--- config.mk ---
export PLATFORM = sky130hd
export DESIGN_NAME = oam_unit
export DESIGN_NICKNAME = d
export VERILOG_FILES = /design/src/rtl/oam_unit.sv
export SDC_FILE = /design/constraint.sdc
export NUM_CORES = 2
export LEC_CHECK = 0
export ABC_CLOCK_PERIOD_IN_PS = 4800
export BUFFER_PORTS_ARGS = -buffer_cell sky130_fd_sc_hd__buf_2
export CAP_MARGIN = 20
export CORE_ASPECT_RATIO = 1.75
export CORE_MARGIN = 4
export CORE_UTILIZATION = 60
export CTS_CLUSTER_DIAMETER = 40
export CTS_CLUSTER_SIZE = 40
export DETAILED_ROUTE_END_ITERATION = 6
export GPL_TIMING_DRIVEN = 1
export PLACE_DENSITY = 0.77
export SYNTH_ARGS = -nofsm -noshare
export SYNTH_HDL_FRONTEND = slang
export SYNTH_SLANG_ARGS = --single-unit
--- constraint.sdc ---
create_clock -name clock -period 4.8 [get_ports clock]
set_input_delay 0.72 -clock clock [delete_from_list [all_inputs] [get_ports clock]]
set_output_delay 0.72 -clock clock [all_outputs]
set_load 0.005 [all_outputs]
--- src/rtl/oam_unit.sv ---
// OAM responder: 160-byte sprite table, FF46 DMA launch register,
// gated CPU window and a ready/valid sprite-scan stream to the PPU.
module oam_unit #(
  parameter int OAM_BYTES    = 160,
  parameter int SCAN_ENTRIES = 40
) (
  input  logic        clock,
  input  logic        reset,
  input  logic [15:0] A_cpu,
  input  logic [7:0]  Di_cpu,
  output logic [7:0]  Do_cpu,
  input  logic        wr_cpu,
  input  logic        rd_cpu,
  input  logic [1:0]  ppu_mode,
  output logic [7:0]  dmaAdress,
  input  logic        DmaEnableSignal,
  input  logic [15:0] A_dma,
  input  logic [7:0]  Di_dma,
  input  logic        wr_dma,
  input  logic        rd_dma,
  output logic [7:0]  Do_dma,
  input  logic        scan_start,
  output logic        scan_busy,
  output logic        scan_valid,
  input  logic        scan_ready,
  output logic [5:0]  scan_index,
  output logic [7:0]  scan_y,
  output logic [7:0]  scan_x,
  output logic [7:0]  scan_tile,
  output logic [7:0]  scan_attr,
  output logic        scan_done
);

  typedef enum logic [1:0] {
    S_IDLE,
    S_FETCH,
    S_PRESENT
  } state_t;

  localparam logic [7:0] LIMIT = 8'(OAM_BYTES);
  localparam logic [5:0] LAST  = 6'(SCAN_ENTRIES - 1);

  state_t     state;
  state_t     state_nxt;
  logic [7:0] mem [OAM_BYTES];
  logic [5:0] idx;
  logic [1:0] bsel;
  logic [7:0] scan_addr;
  logic [7:0] dma_reg;
  logic       launch;

  logic dma_hit;
  logic fetch_go;
  logic oam_win;
  logic hi_win;
  logic ff46;
  logic locked;
  logic cpu_wr;
  logic accept;
  logic last_fetch;
  logic unused_dma_hi;

  assign unused_dma_hi = ^A_dma[15:8];

  assign scan_addr  = {idx, bsel};
  assign dma_hit    = wr_dma && (A_dma[7:0] < LIMIT);
  // Any DMA write owns the port, so the fetch stalls that cycle.
  assign fetch_go   = (state == S_FETCH) && !wr_dma;
  assign oam_win    = (A_cpu[15:8] == 8'hFE) && (A_cpu[7:0] < LIMIT);
  assign hi_win     = (A_cpu[15:8] == 8'hFE) && !(A_cpu[7:0] < LIMIT);
  assign ff46       = (A_cpu == 16'hFF46);
  assign locked     = DmaEnableSignal || ppu_mode[1] || fetch_go;
  assign cpu_wr     = wr_cpu && oam_win && !locked && !wr_dma;
  assign accept     = (state == S_PRESENT) && scan_ready;
  assign last_fetch = fetch_go && (bsel == 2'd3);

  always_ff @(posedge clock) begin
    if (dma_hit)
      mem[A_dma[7:0]] <= Di_dma;
    else if (cpu_wr)
      mem[A_cpu[7:0]] <= Di_cpu;
  end

  always_ff @(posedge clock or posedge reset) begin
    if (reset)
      state <= S_IDLE;
    else
      state <= state_nxt;
  end

  always_comb begin
    state_nxt = state;
    unique case (state)
      S_IDLE:
        if (scan_start)
          state_nxt = S_FETCH;
      S_FETCH:
        if (last_fetch)
          state_nxt = S_PRESENT;
      S_PRESENT:
        if (accept)
          state_nxt = (idx == LAST) ? S_IDLE : S_FETCH;
      default:
        state_nxt = S_IDLE;
    endcase
  end

  always_comb begin
    scan_valid = (state == S_PRESENT);
    scan_busy  = (state != S_IDLE);
  end

  assign scan_index = idx;

  always_ff @(posedge clock or posedge reset) begin
    if (reset) begin
      idx       <= '0;
      bsel      <= '0;
      scan_y    <= '0;
      scan_x    <= '0;
      scan_tile <= '0;
      scan_attr <= '0;
      scan_done <= 1'b0;
    end else begin
      scan_done <= accept && (idx == LAST);
      if (state == S_IDLE && scan_start) begin
        idx  <= '0;
        bsel <= '0;
      end
      if (fetch_go) begin
        bsel <= bsel + 2'd1;
        unique case (bsel)
          2'd0: scan_y    <= mem[scan_addr];
          2'd1: scan_x    <= mem[scan_addr];
          2'd2: scan_tile <= mem[scan_addr];
          2'd3: scan_attr <= mem[scan_addr];
          default: ;
        endcase
      end
      if (accept && idx != LAST)
        idx <= idx + 6'd1;
    end
  end

  always_ff @(posedge clock or posedge reset) begin
    if (reset) begin
      Do_cpu    <= '0;
      Do_dma    <= '0;
      dma_reg   <= '0;
      launch    <= 1'b0;
      dmaAdress <= '0;
    end else begin
      if (rd_cpu) begin
        unique case (1'b1)
          oam_win: Do_cpu <= locked ? 8'hFF : mem[A_cpu[7:0]];
          hi_win:  Do_cpu <= 8'h00;
          ff46:    Do_cpu <= dma_reg;
          default: Do_cpu <= 8'hFF;
        endcase
      end
      if (rd_dma)
        Do_dma <= (A_dma[7:0] < LIMIT) ? mem[A_dma[7:0]] : 8'hFF;
      if (wr_cpu && ff46)
        dma_reg <= Di_cpu;
      // Pulse one cycle after the register write; zero never launches.
      launch    <= wr_cpu && ff46 && (Di_cpu != 8'h00);
      dmaAdress <= launch ? dma_reg : 8'h00;
    end
  end

endmodule

==> impl_metrics.csv <==
group,metric,value,unit
routing,wirelength_met1,70600,µm
grt,grt.overflow.total,0,
status,status,"complete, but fails checks",
routing,wl_per_cell,42.7,µm
routing,ant_nets,0,
grt,grtUsageTotal,0.394,
clock_tree,tritoncts,"done",
pwr,power_density,394,nW/µm²
clock_tree,cts_root_buffer,"clkbuf_16",
critical_path,crit_path_end_kind,"flop",
floorplan,start_util,0.604,
critical_path,crit_family,"compound AO/OA/AOI/OAI gates",
clock_tree,cts_buffers,121,
routing,route.met3.wl,31600,µm
yosys,ys_warn_count,0,
layout,layout_commonest_cell,"edfxtp_1",
sta,period_needed,4070,ps
critical_path,timing_worst_setup_path_type,"flop to flop",
floorplan,core,121000,µm²
yosys,synthesis.instances,3798,
grt,grt_antenna_before_repair,24,
sta,final_hold_viol_count,0,
critical_path,critical_path_arrival,4710,ps
critical_path,critPathMaxStageDelay,810,ps
layout,fin_area,82400,µm²
floorplan,die_x,272,µm
floorplan,io-pin-count,124,
yosys,syn_area_per_cell,19.3,µm²
clock_tree,clkTransAtPathRegs,80,ps
critical_path,cp_slowest_cell,"dfrtp_4",
yosys,synth_fp_nets,3862,
floorplan,die_h,470,µm
sta,slew_headroom,0.0213,
critical_path,crit_buf_inv,2,
yosys,synth_top_area_cell,"edfxtp_1",
layout,syn_to_final_growth,12.5,%
routing,drtIter0Drc,7963,
routing,wl,249000,µm
sta,max_freq,0.246,GHz
grt,grt_pass1_vias,47088,
clock_tree,cts_setup_buffers,0,
critical_path,cp-start-kind,"flop",
yosys,synth-seq-cells,1356,
run,cap_violations,1,
critical_path,cp_common_cell,"buf_12",
grt,grt_max_degree,161,
routing,detailroute.via_count,46940,
routing,wl_met2,120000,µm
yosys,synth-edff-count,1280,
layout,final_cell_mix,"edfxtp_1 (1280), mux4_2 (1136), buf_4 (332), nor2_1 (208), nand2_1 (164)",
placed_design,placed_cell_area,77900,µm²
routing,drtPass1Iterations,7,
sta,fin_tns_setup,0,ps
sta,setup_violations,0,
pwr,leakage,26.3,nW
critical_path,crit_path_cell_trace,"buf_12 -> buf_12 -> mux4_2 -> mux2i_1 -> o22ai_1 -> a311oi_1 -> a22oi_1 -> o21ai_1 -> o21ai_0",
routing,vias_per_cell,8.04,
grt,grt_pass1_wl,351000,µm
sta,tightestPinTransition,1460,ps
yosys,synth.distinct_cells,61,
clock_tree,cts.repair.resized,0,
placed_design,gp_congestion,1.03,
sta,finalCritPeriodShare,0.848,
floorplan,dieArea,128000,µm²
layout,nNetsFinal,4149,
min_path,hp-class,"input port to async pin",
routing,top_layer,"met5",
critical_path,critical_path_required,5440,ps
sta,fin_skew,49.8,ps
clock_tree,clockBufferDepth,3,
placed_design,dp_hpwl,172000,µm
sta,rsz0062_at_grt,"false",
routing,drc,52,
yosys,synth.cell_area,73200,µm²
yosys,synthArstFlopShare,0.0560,
pwr,peakVddDrop,0.455,mV
clock_tree,cts_sinks,1356,
yosys,synth_area_leaders,"edfxtp_1 (53%), mux4_2 (35%), dfrtp_1 (2.6%), mux2i_1 (1.4%), nor2_1 (1.1%)",
clock_tree,cts_max_level,3,
critical_path,crit_fanout,34,
placed_design,io_buffer_count,114,
floorplan,rows,169,
clock_tree,insertion_delay,780,ps
layout,drive_gt1_frac,0.452,
yosys,yosys.area.top_type_share,0.525,
sta,slew_viol_final,0,
yosys,seq_area_frac_synth,0.551,
status,violations,"design-rule violations, max-capacitance violations",
clock_tree,hold_buffers,0,
yosys,synth_ff_type,"edfxtp_1",
layout,largest_register_ffs,1280,
logic make-up (layout without fill, tap and decap cells):
group | after synthesis | count (layout) | synth area share
AND/OR/NAND/NOR | 521 | 521 | 0.0310
buffers and inverters | 346 | 742 | 0.0222
flip-flops | 1356 | 1356 | 0.551
AO/OA/AOI/OAI | 308 | 308 | 0.0278
multiplexers | 1261 | 1261 | 0.367
other | 0 | 18 | 0
adder cells (fa/ha/maj) | 5 | 5 | 0.000855
XOR/XNOR | 1 | 1 | 0.000120
metal layers:
metal | track usage | up-vias
li1 | - | 17328
met1 | 0.452 | 24119
met2 | 0.624 | 4291
met3 | 0.113 | 1190
met4 | 0.310 | 12
met5 | 0.000763 | -
area by class of cell:
| class | count | area, µm² |
|---|---|---|
| Antenna cell | 18 | 45.0 |
| Clock buffer | 131 | 3180 |
| Clock inverter | 101 | 1230 |
| Fill cell | 7544 | 38800 |
| Inverter | 12 | 53.8 |
| Multi-Input combinational cell | 2096 | 31300 |
| Sequential cell | 1356 | 40400 |
| Tap cell | 1624 | 2030 |
| Timing Repair Buffer | 498 | 4170 |
cells in the mapped netlist (4+ instances only):
master	instances
a211o_1	8
a211oi_1	6
a21boi_0	9
a21o_1	5
a21oi_1	32
a221oi_1	4
a22o_1	9
a22oi_1	43
a311oi_1	12
a31oi_1	15
and2_1	11
and3_1	6
buf_1	41
buf_2	123
buf_4	28
buf_6	9
clkbuf_1	133
dfrtp_1	76
edfxtp_1	1280
ha_1	5
inv_1	10
mux2_2	19
mux2i_1	106
mux4_2	1136
nand2_1	172
nand2b_1	10
nand3_1	44
nand3b_1	5
nand4_1	10
nor2_1	208
nor2b_1	17
nor3_1	13
nor4_1	8
o2111ai_1	5
o211ai_1	7
o21ai_0	78
o21ai_1	10
o221ai_1	8
o22ai_1	34
o31ai_1	5
or3_1	7
per-stage QoR:
step	cells	power, mW	setup WS, ps	hold slack, ps	utilization
3_5_place_dp	5584	21.9	506	465	0.643
4_1_cts	5816	32.3	910	61.9	0.679
5_1_grt	5819	33.3	802	139	0.680
2_1_floorplan	3798	19.0	9.55	465	-
3_3_place_gp	5584	21.8	499	455	0.643
6_report	5836	32.4	728	85.4	0.680
path summary, 6_finish.rpt:
path,from,end,slack [ps],cells past startpoint
setup / recovery,bsel[0],scan_attr[1],730,9
hold / removal,reset,Do_dma[5],90,2
setup reg to reg,bsel[0],scan_attr[1],730,9
hold reg to reg,scan_tile[6],scan_tile[6],480,2
max in group asynchronous,reset,scan_index[0],3720,3
min in group clock,scan_ready,state[1],170,2
where the power goes:
group          switching (mW)  internal (mW)
combinational            4.55           3.97
sequential              0.253           13.1
clock                    5.17           5.41
Note: power is estimated with default switching activity, not from simulation.
